**src/rtl/udp_tx_arbiter_if.sv**
```systemverilog
// -----------------------------------------------------------------------------
// udp_tx_arbiter_if
//   Bundles the packet-source side and the UDP-core side of the transmit
//   arbiter into one interface.
//
//   master modport : the arbiter (drives strobes, grants and the UDP request)
//   slave  modport : the environment (packet sources + udp_ip_mac_top)
//
//   Source side  : src_req, src_len, src_data  -> arbiter
//                  src_rd_en, src_grant, src_done, src_err <- arbiter
//   UDP side     : app_data_request, app_data_length,
//                  app_data_in_valid, app_data_in  <- arbiter
//                  udp_send_ack, mac_send_end      -> arbiter
//   src_len slice i is [16*i+15:16*i]; src_data slice i is [8*i+7:8*i].
// -----------------------------------------------------------------------------
interface udp_tx_arbiter_if #(
  parameter int N_SRC = 4
);
  logic [N_SRC-1:0]    src_req;
  logic [16*N_SRC-1:0] src_len;
  logic [8*N_SRC-1:0]  src_data;
  logic [N_SRC-1:0]    src_rd_en;
  logic [N_SRC-1:0]    src_grant;
  logic [N_SRC-1:0]    src_done;
  logic [N_SRC-1:0]    src_err;

  logic                app_data_request;
  logic [15:0]         app_data_length;
  logic                udp_send_ack;
  logic                app_data_in_valid;
  logic [7:0]          app_data_in;
  logic                mac_send_end;

  modport master (
    input  src_req, src_len, src_data, udp_send_ack, mac_send_end,
    output src_rd_en, src_grant, src_done, src_err,
           app_data_request, app_data_length, app_data_in_valid, app_data_in
  );

  modport slave (
    output src_req, src_len, src_data, udp_send_ack, mac_send_end,
    input  src_rd_en, src_grant, src_done, src_err,
           app_data_request, app_data_length, app_data_in_valid, app_data_in
  );
endinterface

```
**src/rtl/udp_tx_arbiter.sv**
```systemverilog
// -----------------------------------------------------------------------------
// udp_tx_arbiter
//   Shares the single UDP transmit path of udp_ip_mac_top among N_SRC packet
//   sources. Round-robin selection, then the handshake
//   app_data_request -> udp_send_ack -> byte stream -> mac_send_end,
//   followed by an inter-packet gap of IFG_CYCLES before re-arbitration.
//   Everything lives in the rgmii_clk domain.
//
// Ports
//   rgmii_clk : clock, rising edge
//   rstn      : asynchronous active-low reset
//   bus       : udp_tx_arbiter_if.master (sources + UDP core handshake)
//   busy      : high whenever the controller is not in IDLE
//
// Timing of the byte path
//   src_rd_en[i] high in cycle c -> source drives src_data in c+1 ->
//   registered here -> app_data_in_valid / app_data_in in c+2.
// -----------------------------------------------------------------------------
module udp_tx_arbiter #(
  parameter int N_SRC       = 4,
  parameter int MAX_LEN     = 1472,
  parameter int ACK_TIMEOUT = 1_250_000,
  parameter int IFG_CYCLES  = 16
) (
  input  logic             rgmii_clk,
  input  logic             rstn,
  udp_tx_arbiter_if.master bus,
  output logic             busy
);

  localparam int IW = (N_SRC > 1) ? $clog2(N_SRC) : 1;
  localparam logic [N_SRC-1:0] ONE_HOT_0 = N_SRC'(1);

  typedef enum logic [2:0] {
    S_IDLE,
    S_ARB,
    S_REQ,
    S_STREAM,
    S_WAIT_END,
    S_GAP
  } state_e;

  // ---------------------------------------------------------------------------
  // State and registered outputs
  // ---------------------------------------------------------------------------
  state_e           state_q, state_d;
  logic [IW-1:0]    rr_q, rr_d;         // round-robin start point
  logic [IW-1:0]    idx_q, idx_d;       // index of the served source
  logic [15:0]      len_q, len_d;       // latched length, also app_data_length
  logic [15:0]      cnt_q, cnt_d;       // bytes pulled so far
  logic [31:0]      timer_q, timer_d;   // cleared on every state entry
  logic [N_SRC-1:0] grant_q, grant_d;
  logic [N_SRC-1:0] rd_en_q, rd_en_d;
  logic [N_SRC-1:0] done_q, done_d;
  logic [N_SRC-1:0] err_q, err_d;
  logic             req_q, req_d;       // app_data_request
  logic             pull_q, pull_d;     // source is driving a byte this cycle
  logic             valid_q, valid_d;   // app_data_in_valid
  logic [7:0]       data_q, data_d;     // app_data_in
  logic             busy_q, busy_d;

  // ---------------------------------------------------------------------------
  // Round-robin selection: lowest requester at or above rr_q, otherwise the
  // lowest requester overall (wrap-around).
  // ---------------------------------------------------------------------------
  logic          sel_any;
  logic          sel_hi;
  logic [IW-1:0] hi_idx;
  logic [IW-1:0] lo_idx;
  logic [IW-1:0] sel_idx;
  logic [15:0]   sel_len;
  logic          sel_len_bad;

  always_comb begin
    // NOTE: every variable gets a default before any branch so no path leaves
    // it unassigned; otherwise synthesis infers a latch to hold the old value.
    sel_any = 1'b0;
    sel_hi  = 1'b0;
    hi_idx  = '0;
    lo_idx  = '0;
    // Walk downward so the last hit is the lowest qualifying index.
    for (int i = N_SRC - 1; i >= 0; i--) begin
      if (bus.src_req[i]) begin
        sel_any = 1'b1;
        lo_idx  = IW'(i);
        if (IW'(i) >= rr_q) begin
          sel_hi = 1'b1;
          hi_idx = IW'(i);
        end
      end
    end
    sel_idx = sel_hi ? hi_idx : lo_idx;

    sel_len = '0;
    for (int i = 0; i < N_SRC; i++) begin
      if (sel_idx == IW'(i)) sel_len = bus.src_len[16*i +: 16];
    end
    sel_len_bad = (sel_len == 16'd0) || (32'(sel_len) > 32'(MAX_LEN));
  end

  // Byte from the served source; only meaningful while pull_q is high.
  logic [7:0] data_sel;

  always_comb begin
    data_sel = '0;
    for (int i = 0; i < N_SRC; i++) begin
      if (idx_q == IW'(i)) data_sel = bus.src_data[8*i +: 8];
    end
  end

  function automatic logic [IW-1:0] wrap_inc(input logic [IW-1:0] i);
    return (i == IW'(N_SRC - 1)) ? '0 : i + IW'(1);
  endfunction

  logic timer_ack_expired;
  logic timer_gap_done;
  logic stream_drained;

  assign timer_ack_expired = (timer_q == 32'(ACK_TIMEOUT - 1));
  assign timer_gap_done    = (timer_q == 32'(IFG_CYCLES - 1));
  // All bytes pulled, none in flight, and the last one is on app_data_in now.
  assign stream_drained    = (cnt_q == len_q) && !pull_q && valid_q;

  // ---------------------------------------------------------------------------
  // Next-state logic
  // ---------------------------------------------------------------------------
  always_comb begin
    state_d = state_q;
    rr_d    = rr_q;
    idx_d   = idx_q;
    len_d   = len_q;
    cnt_d   = cnt_q;
    grant_d = grant_q;
    rd_en_d = rd_en_q;
    done_d  = '0;
    err_d   = '0;
    req_d   = req_q;
    pull_d  = |rd_en_q;
    valid_d = pull_q;
    data_d  = pull_q ? data_sel : 8'h00;

    unique case (state_q)
      S_IDLE: begin
        if (bus.src_req != '0) state_d = S_ARB;
      end

      S_ARB: begin
        if (!sel_any) begin
          // Request withdrawn before arbitration; nothing to serve.
          state_d = S_IDLE;
        end else begin
          idx_d = sel_idx;
          len_d = sel_len;
          if (sel_len_bad) begin
            err_d   = ONE_HOT_0 << sel_idx;
            grant_d = '0;
            rr_d    = wrap_inc(sel_idx);
            state_d = S_GAP;
          end else begin
            grant_d = ONE_HOT_0 << sel_idx;
            req_d   = 1'b1;
            state_d = S_REQ;
          end
        end
      end

      S_REQ: begin
        // Ack is checked first so it wins over a coincident timeout.
        if (bus.udp_send_ack) begin
          req_d   = 1'b0;
          rd_en_d = grant_q;
          cnt_d   = '0;
          state_d = S_STREAM;
        end else if (timer_ack_expired) begin
          req_d   = 1'b0;
          err_d   = grant_q;
          grant_d = '0;
          rr_d    = wrap_inc(idx_q);
          state_d = S_GAP;
        end
      end

      S_STREAM: begin
        if (rd_en_q != '0) begin
          cnt_d = cnt_q + 16'd1;
          if (cnt_q + 16'd1 == len_q) rd_en_d = '0;
        end
        if (stream_drained) state_d = S_WAIT_END;
      end

      S_WAIT_END: begin
        // mac_send_end is checked first so done wins over a coincident timeout.
        if (bus.mac_send_end) begin
          done_d  = grant_q;
          grant_d = '0;
          rr_d    = wrap_inc(idx_q);
          state_d = S_GAP;
        end else if (timer_ack_expired) begin
          err_d   = grant_q;
          grant_d = '0;
          rr_d    = wrap_inc(idx_q);
          state_d = S_GAP;
        end
      end

      S_GAP: begin
        if (timer_gap_done) state_d = S_IDLE;
      end

      default: state_d = S_IDLE;
    endcase

    timer_d = (state_d != state_q) ? 32'd0 : timer_q + 32'd1;
    busy_d  = (state_d != S_IDLE);
  end

  // ---------------------------------------------------------------------------
  // Registers
  // ---------------------------------------------------------------------------
  always_ff @(posedge rgmii_clk or negedge rstn) begin
    if (!rstn) begin
      state_q <= S_IDLE;
      rr_q    <= '0;
      idx_q   <= '0;
      len_q   <= '0;
      cnt_q   <= '0;
      timer_q <= '0;
      grant_q <= '0;
      rd_en_q <= '0;
      done_q  <= '0;
      err_q   <= '0;
      req_q   <= 1'b0;
      pull_q  <= 1'b0;
      valid_q <= 1'b0;
      data_q  <= '0;
      busy_q  <= 1'b0;
    end else begin
      // NOTE: non-blocking assignments so every flop samples the values from
      // before this edge; blocking here would chain registers within one cycle.
      state_q <= state_d;
      rr_q    <= rr_d;
      idx_q   <= idx_d;
      len_q   <= len_d;
      cnt_q   <= cnt_d;
      timer_q <= timer_d;
      grant_q <= grant_d;
      rd_en_q <= rd_en_d;
      done_q  <= done_d;
      err_q   <= err_d;
      req_q   <= req_d;
      pull_q  <= pull_d;
      valid_q <= valid_d;
      data_q  <= data_d;
      busy_q  <= busy_d;
    end
  end

  // ---------------------------------------------------------------------------
  // Outputs
  // ---------------------------------------------------------------------------
  assign bus.src_rd_en         = rd_en_q;
  assign bus.src_grant         = grant_q;
  assign bus.src_done          = done_q;
  assign bus.src_err           = err_q;
  assign bus.app_data_request  = req_q;
  assign bus.app_data_length   = len_q;
  assign bus.app_data_in_valid = valid_q;
  assign bus.app_data_in       = data_q;
  assign busy                  = busy_q;

endmodule

```
**src/flat_wrapper.sv**
```systemverilog
// flat-port wrapper written by rule: the top's interface ports become plain ports
module udp_tx_arbiter_flat 
#(
  parameter int N_SRC       = 4,
  parameter int MAX_LEN     = 1472,
  parameter int ACK_TIMEOUT = 1_250_000,
  parameter int IFG_CYCLES  = 16
)
  (rgmii_clk, rstn, busy, bus_src_req, bus_src_len, bus_src_data, bus_udp_send_ack, bus_mac_send_end, bus_src_rd_en, bus_src_grant, bus_src_done, bus_src_err, bus_app_data_request, bus_app_data_length, bus_app_data_in_valid, bus_app_data_in);
  udp_tx_arbiter_if #(.N_SRC(N_SRC)) bus_i ();
  input  logic rgmii_clk;
  input  logic rstn;
  output logic busy;
  input wire logic [$bits(bus_i.src_req)-1:0] bus_src_req;
  input wire logic [$bits(bus_i.src_len)-1:0] bus_src_len;
  input wire logic [$bits(bus_i.src_data)-1:0] bus_src_data;
  input wire logic [$bits(bus_i.udp_send_ack)-1:0] bus_udp_send_ack;
  input wire logic [$bits(bus_i.mac_send_end)-1:0] bus_mac_send_end;
  output wire logic [$bits(bus_i.src_rd_en)-1:0] bus_src_rd_en;
  output wire logic [$bits(bus_i.src_grant)-1:0] bus_src_grant;
  output wire logic [$bits(bus_i.src_done)-1:0] bus_src_done;
  output wire logic [$bits(bus_i.src_err)-1:0] bus_src_err;
  output wire logic [$bits(bus_i.app_data_request)-1:0] bus_app_data_request;
  output wire logic [$bits(bus_i.app_data_length)-1:0] bus_app_data_length;
  output wire logic [$bits(bus_i.app_data_in_valid)-1:0] bus_app_data_in_valid;
  output wire logic [$bits(bus_i.app_data_in)-1:0] bus_app_data_in;
  assign bus_i.src_req = bus_src_req;
  assign bus_i.src_len = bus_src_len;
  assign bus_i.src_data = bus_src_data;
  assign bus_i.udp_send_ack = bus_udp_send_ack;
  assign bus_i.mac_send_end = bus_mac_send_end;
  assign bus_src_rd_en = bus_i.src_rd_en;
  assign bus_src_grant = bus_i.src_grant;
  assign bus_src_done = bus_i.src_done;
  assign bus_src_err = bus_i.src_err;
  assign bus_app_data_request = bus_i.app_data_request;
  assign bus_app_data_length = bus_i.app_data_length;
  assign bus_app_data_in_valid = bus_i.app_data_in_valid;
  assign bus_app_data_in = bus_i.app_data_in;
  udp_tx_arbiter #(.N_SRC(N_SRC), .MAX_LEN(MAX_LEN), .ACK_TIMEOUT(ACK_TIMEOUT), .IFG_CYCLES(IFG_CYCLES)) u_core (.rgmii_clk(rgmii_clk), .rstn(rstn), .bus(bus_i), .busy(busy));
endmodule
```
**config.mk**
```make
export PLATFORM = sky130hd
export DESIGN_NAME = udp_tx_arbiter_flat
export DESIGN_NICKNAME = d
export VERILOG_FILES = /design/src/rtl/udp_tx_arbiter_if.sv /design/src/rtl/udp_tx_arbiter.sv /design/src/flat_wrapper.sv
export SDC_FILE = /design/constraint.sdc
export NUM_CORES = 1
export LEC_CHECK = 0
export ABC_AREA = 1
export BUFFER_PORTS_ARGS = -buffer_cell sky130_fd_sc_hd__buf_4
export CELL_PAD_IN_SITES_DETAIL_PLACEMENT = 2
export CELL_PAD_IN_SITES_GLOBAL_PLACEMENT = 2
export CORE_AREA = 3 3 151 153
export CTS_CLUSTER_DIAMETER = 80
export DETAILED_ROUTE_END_ITERATION = 16
export DIE_AREA = 0 0 154 156
export PLACE_DENSITY = 0.82
export RECOVER_POWER = 100
export SYNTH_ARGS = -nofsm -noshare
export SYNTH_HDL_FRONTEND = slang
export SYNTH_SLANG_ARGS = --single-unit
```
**constraint.sdc**
```tcl
create_clock -name rgmii_clk -period 3.8 [get_ports rgmii_clk]
set_clock_uncertainty 0.2 [all_clocks]
set_input_delay 0.76 -clock rgmii_clk [delete_from_list [all_inputs] [get_ports rgmii_clk]]
set_output_delay 0.76 -clock rgmii_clk [all_outputs]
set_load 0.02 [all_outputs]
```
==> metrics.txt, run 1 <==
Fillers=roughly 2600; die extent in x=approximately 150 µm; Setup CP Type=in2reg; DRC=0; pin count of the biggest net entering global routing=68; vias post-DR=around 6700; Rows=54; # IOs=approximately 150; clk_lat worst skew=about 0.35 ns; flops & latches, synth=99; CTS Buf Count=9; first-pass GRT wire length=40.8 mm; setup ws final=between 0.2 and 0.25 ns; WL/cell=19.3 µm; GRT Util Overall=about a fifth; Slew @ Worst Pin=~1.8 ns; Initial Util=a little over 30%; WP data required=between 3 and 4 ns; VDD IR-drop max=approximately 0.31 mV; Die Height=between 150 and 200 µm; vias in the first global route=7352; Reg-to-Reg End=u_core.busy; crit share post-route=between 90% and 100%; R2R Path Start=u_core.rr_q[0]; Worst Setup SP=bus_src_req[0]; initial antenna violation count=0; Yosys cell types=46; core area=roughly 0.022 mm²; diode count=0; R2R cell count=24; Post-synth EDFFs=0; Min-Delay Path Depth=0; vias per inst=approximately 5.0; remaining global-route overflow=0; leakage power=a little under 4 nW; WL final=between 20 and 30 mm; Pre-antenna DRT Iters=4; fraction of layout cells with a size suffix above 1=between 15 and 20%; sequential area share after synthesis=~37%; final hold slack=0.193 ns; Cell Area, Synth=between 0.006 and 0.007 mm²; clk sink count=99; Pwr per Cell Area=763 mW/mm²; worst hold path type=reg2reg; pre-CTS WS=-0.189 ns; Reg clk slew, reported paths=around 0.07 ns; syn nets=roughly 1000; warnings from Yosys=0; CTS Buffer Depth=2; DR iter-0 viols=approximately 320; PortBufs=around 150; nets=around 1200; P&R area growth vs syn=22.0%; fin crit period=3.60 ns; Critical Path Start Type=primary input; Fmax=278 MHz; Critical path destination=u_core.busy; syn avg cell area=around 7.4 µm²; die area=approximately 0.024 mm²; Detailed Place HPWL=~21 mm; root buf cell=clkbuf_16; R2R Setup Slk=0.23 ns; Final ANT Viol Nets=0; CP arrival=roughly 3.6 ns; worst-path fanout max=9; final hold violation count=0; outcome=finished, violations left; final RePlAce weighted congestion=around 0.84; Final Max Slew Viols=68; # setup viols final=0; async set or reset register ratio after synthesis=between 90% and 100%; htree depth=3; CP endpoint kind=flop; Post-synth top flop=dfrtp_1; # hold bufs at CTS=0; Max Cap Viol=1; post-synthesis instance total=898; violations in the final reports=capacitance limit, slew limit; CTS tree=yes; Slew headroom=-18.5%
## layer usage
layer	GRT usage, %	share of wire, %	vias to the layer above
li1	-	-	3231
met3	2.27	2.8	20
met4	4.88	1.4	0
met1	29.2	47	3335
met2	36.4	49	110
met5	0	0	-
## state kept, by name, summed over array words and instances (netlist names)
name / cells
u_core.bus.app_data_request: 1
u_core.bus.app_data_in: 8
u_core.rr_q: 2
u_core.bus.src_rd_en: 4
u_core.state_q: 3
u_core.bus.src_err: 4
u_core.bus.src_grant: 4
u_core.timer_q: 32
u_core.cnt_q: 16
u_core.idx_q: 2
u_core.pull_q: 1
u_core.bus.app_data_in_valid: 1
u_core.bus.src_done: 4
u_core.busy: 1
u_core.bus.app_data_length: 16
## kinds of logic (layout without fill, tap and decap cells)
family	count (synthesis)	count (layout)	synth area share (%)
xor+xnor	44	44	5.78
compound gates	136	136	11.7
simple gates	479	479	34.7
flops	99	99	37.1
fa+ha+maj	10	10	1.88
buf+inv	130	299	8.83
## timing repair
action / in CTS / in global routing
setup endpoints to repair: 0 / 32
endpoints found under the hold margin: 0 / 0
gates resized for setup: 0 / 5
buffers inserted: 0 / 0
## stage by stage
stage | utilization [%] | TNS, ns | power, mW | instances | area, µm²
floorplan | - | 0 | 4.28 | 898 | 6670
global placement | 38.1 | 0 | 5.53 | 1333 | 8250
detailed placement | 38.1 | -4.61 | 5.70 | 1333 | 8250
CTS | 39.2 | 0 | 6.60 | 1347 | 8510
global route | 37.5 | -0.0225 | 6.74 | 1347 | 8140
finish | 37.5 | 0 | 6.21 | 1347 | 8140
## layout by cell type (no fill, tap or decap), types with 10 or more instances in the layout
| cell type | instances |
|---|---|
| o22ai_1 | 22 |
| nand3_1 | 45 |
| dfrtp_1 | 99 |
| buf_4 | 124 |
| o21ai_0 | 39 |
| xnor2_1 | 11 |
| nor3_1 | 10 |
| clkbuf_1 | 48 |
| nand2_1 | 206 |
| nand4_1 | 25 |
| nor2_1 | 147 |
| nor2_2 | 13 |
| a21oi_1 | 44 |
| xor2_1 | 33 |
| inv_1 | 101 |
## layout make-up
cell class,instances,area (µm²),area share (%)
inverters,106,403,4.95
clock inverters,4,28.8,0.354
multi-input cells,669,3430,42.1
clock buffers,10,229,2.81
repair buffers,179,1220,15.0
flip-flops and latches,99,2480,30.4
well taps,280,350,4.31
## synth_stat cells, drive strengths merged, types with 12 or more instances
library cell | instances | area share, %
nand2 | 215 | 13
dfrtp | 99 | 37
o22ai | 22 | 2.1
nor2 | 169 | 13
nand3 | 45 | 3.5
xor2 | 33 | 4.3
buf | 12 | 2.0
clkbuf | 12 | 0.75
inv | 104 | 5.9
nand4 | 25 | 2.3
a21oi | 48 | 3.9
o21ai | 44 | 3.3
## power by group
| group | total (mW) | internal (mW) | switching [mW] |
|---|---|---|---|
| logic | 3.75 | 1.34 | 2.41 |
| registers | 1.60 | 1.30 | 0.304 |
| clock network | 0.861 | 0.439 | 0.422 |
| total | 6.21 | 3.07 | 3.13 |
## critical path: stages
cell	delay, ns
buf_4	0.11
buf_4	0.13
nor2_1	0.12
nand2_1	0.09
nand2_1	0.07
nand2_1	0.09
buf_4	0.17
ha_1	0.25
inv_2	0.13
nor2_4	0.08
nand2_1	0.07
nand2_1	0.06
nand2_1	0.06
nand2_1	0.08
nor2_1	0.17
nand3_1	0.12
nor2_2	0.13
nor2_2	0.06
nand3_1	0.11
clkbuf_1	0.37
nand3_1	0.18
nor2_1	0.14
nand2_1	0.06
## worst min path at each step
stage,from,end,slack (ns)
floorplan,u_core.pull_q,u_core.bus.app_data_in_valid,0.16
global placement,u_core.pull_q,u_core.bus.app_data_in_valid,0.17
detailed placement,u_core.pull_q,u_core.bus.app_data_in_valid,0.18
CTS,u_core.pull_q,u_core.bus.app_data_in_valid,0.19
global route,u_core.pull_q,u_core.bus.app_data_in_valid,0.21
finish,u_core.pull_q,u_core.bus.app_data_in_valid,0.19
Power figures use the tool's default switching activity.
==> inputs of run 2 (changes only) <==
- CORE_AREA: 3 3 151 153 -> 2 2 150 152
- DIE_AREA: 0 0 154 156 -> 0 0 152 154
==> metrics.txt, run 2 (synthesized netlist as in run 1, its figures left out) <==
WL final=around 26 mm; pre-CTS WS=-0.113 ns; Reg-to-Reg End=u_core.timer_q[28]; Final ANT Viol Nets=0; Slew headroom=-80.5%; final hold violation count=0; CTS Buf Count=9; clk sink count=a little under 100; nets=1177; Pre-antenna DRT Iters=4; Max Cap Viol=1; leakage power=3.93 nW; number of flip-flops in the largest register=32; PortBufs=between 100 and 150; Die Height=154 µm; # IOs=roughly 150; crit share post-route=just over 90%; fin crit period=3.50 ns; hold_sp=u_core.pull_q; first-pass GRT wire length=~42 mm; post-CTS setup buffer count=0; final RePlAce weighted congestion=0.883; commonest non-fill, non-tap cells in the layout=205 x nand2_1, 139 x nor2_1, 124 x buf_4, 101 x inv_1, 99 x dfrtp_1; Final Max Slew Viols=44; vias in the first global route=about 7400; clk_lat worst skew=0.36 ns; WP data required=3.89 ns; Min-Delay Endpoint=u_core.bus.app_data_in_valid; die extent in x=around 150 µm; # setup viols final=0; pin count of the biggest net entering global routing=57; # hold bufs at CTS=0; worst hold path type=reg2reg; remaining global-route overflow=0; violations in the final reports=capacitance limit, slew limit; diode count=0; R2R cell count=25; die area=between 0.02 and 0.025 mm²; Rows=between 50 and 60; vias per inst=~5; Initial Util=between 30 and 40%; Reg clk slew, reported paths=around 0.07 ns; core area=approximately 0.022 mm²; final hold slack=around 0.19 ns; VDD IR-drop max=~0.25 mV; R2R Path Start=u_core.rr_q[0]; P&R area growth vs syn=23.3%; outcome=finished, violations left; Biggest register=u_core.timer_q; Fmax=between 200 and 300 MHz; Detailed Place HPWL=between 20 and 25 mm; DRC=0; DR iter-0 viols=~280; WL/cell=slightly below 20 µm; Fillers=between 2000 and 3000; Pwr per Cell Area=770 mW/mm²; Slew @ Worst Pin=~2.7 ns; unrepaired setup endpoints after global routing=false; htree depth=3; most common cell after layout, fill and taps aside=nand2_1; CTS tree=yes; R2R Setup Slk=0.37 ns; initial antenna violation count=0; CP arrival=roughly 3.6 ns; GRT Util Overall=approximately 22%; vias post-DR=between 6000 and 7000; worst-path fanout max=16; Critical Path Start Type=primary input; setup ws final=between 0.2 and 0.3 ns; root buf cell=clkbuf_16; Setup CP Type=in2reg; fraction of layout cells with a size suffix above 1=a little under a fifth; Min-Delay Path Depth=0; CP endpoint kind=flop; CTS Buffer Depth=2; post-CTS resize count=0
## run 2: cell count changes in the layout (fill, tap and decap cells not counted), sizes merged
cell / change
bufinv: +1
clkinv: -1
clkinvlp: +1
## run 2: worst max-delay path by stage
stage | from | endpoint | slack (ns)
2_1_floorplan | bus_src_req[0] | u_core.timer_q[24] | 0.39
3_3_place_gp | bus_src_req[0] | u_core.timer_q[24] | -0.02
3_5_place_dp | bus_src_req[2] | u_core.timer_q[24] | -0.11
4_1_cts | bus_src_req[2] | u_core.timer_q[28] | 0.25
5_1_grt | bus_src_req[0] | u_core.timer_q[28] | 0.03
6_report | bus_src_req[2] | u_core.timer_q[28] | 0.30
## run 2: worst max-delay path, stage by stage
cell	delay, ns
buf_4	0.12
inv_1	0.07
a21oi_1	0.06
nor2_1	0.15
o211ai_1	0.11
nand2_1	0.13
inv_1	0.08
ha_1	0.21
buf_4	0.20
a21oi_1	0.14
nand2_1	0.08
nand2_1	0.07
nand2_1	0.12
nor2_2	0.17
inv_1	0.06
nor2_1	0.10
nand2_1	0.07
nand2_2	0.08
nand2_2	0.07
nand2_4	0.07
nand2_1	0.11
a21oi_4	0.16
nand2_4	0.09
buf_6	0.18
nor2_2	0.11
## run 2: layout make-up
class | count | area (µm²) | area share (%)
Clock inverter | 5 | 61.3 | 0.745
Tap cell | 280 | 350 | 4.26
Sequential cell | 99 | 2480 | 30.1
Multi-Input combinational cell | 669 | 3490 | 42.4
Timing Repair Buffer | 178 | 1210 | 14.7
Clock buffer | 11 | 243 | 2.95
Inverter | 106 | 403 | 4.90
## run 2: power by group
group | internal, mW | total, mW | switching (mW)
sequential | 1.30 | 1.61 | 0.312
clock | 0.532 | 0.977 | 0.444
combinational | 1.29 | 3.75 | 2.46
## run 2: stage by stage
step | area, µm² | std cells | total power [mW] | utilization (%) | setup TNS [ns]
2_1_floorplan | 6670 | 898 | 4.28 | - | 0
3_3_place_gp | 8250 | 1332 | 5.53 | 38.0 | -0.270
3_5_place_dp | 8250 | 1332 | 5.70 | 38.0 | -2.92
4_1_cts | 8550 | 1348 | 6.72 | 39.4 | 0
5_1_grt | 8230 | 1348 | 6.87 | 37.9 | 0
6_report | 8230 | 1348 | 6.34 | 37.9 | 0
## run 2: layer usage
layer | wire [µm] | part of all wire (%) | global-route usage [%]
met1 | 12300 | 47 | 30.6
met2 | 12400 | 48 | 37.7
met3 | 852 | 3.3 | 3.04
met4 | 457 | 1.8 | 5.83
met5 | 0 | 0 | 0
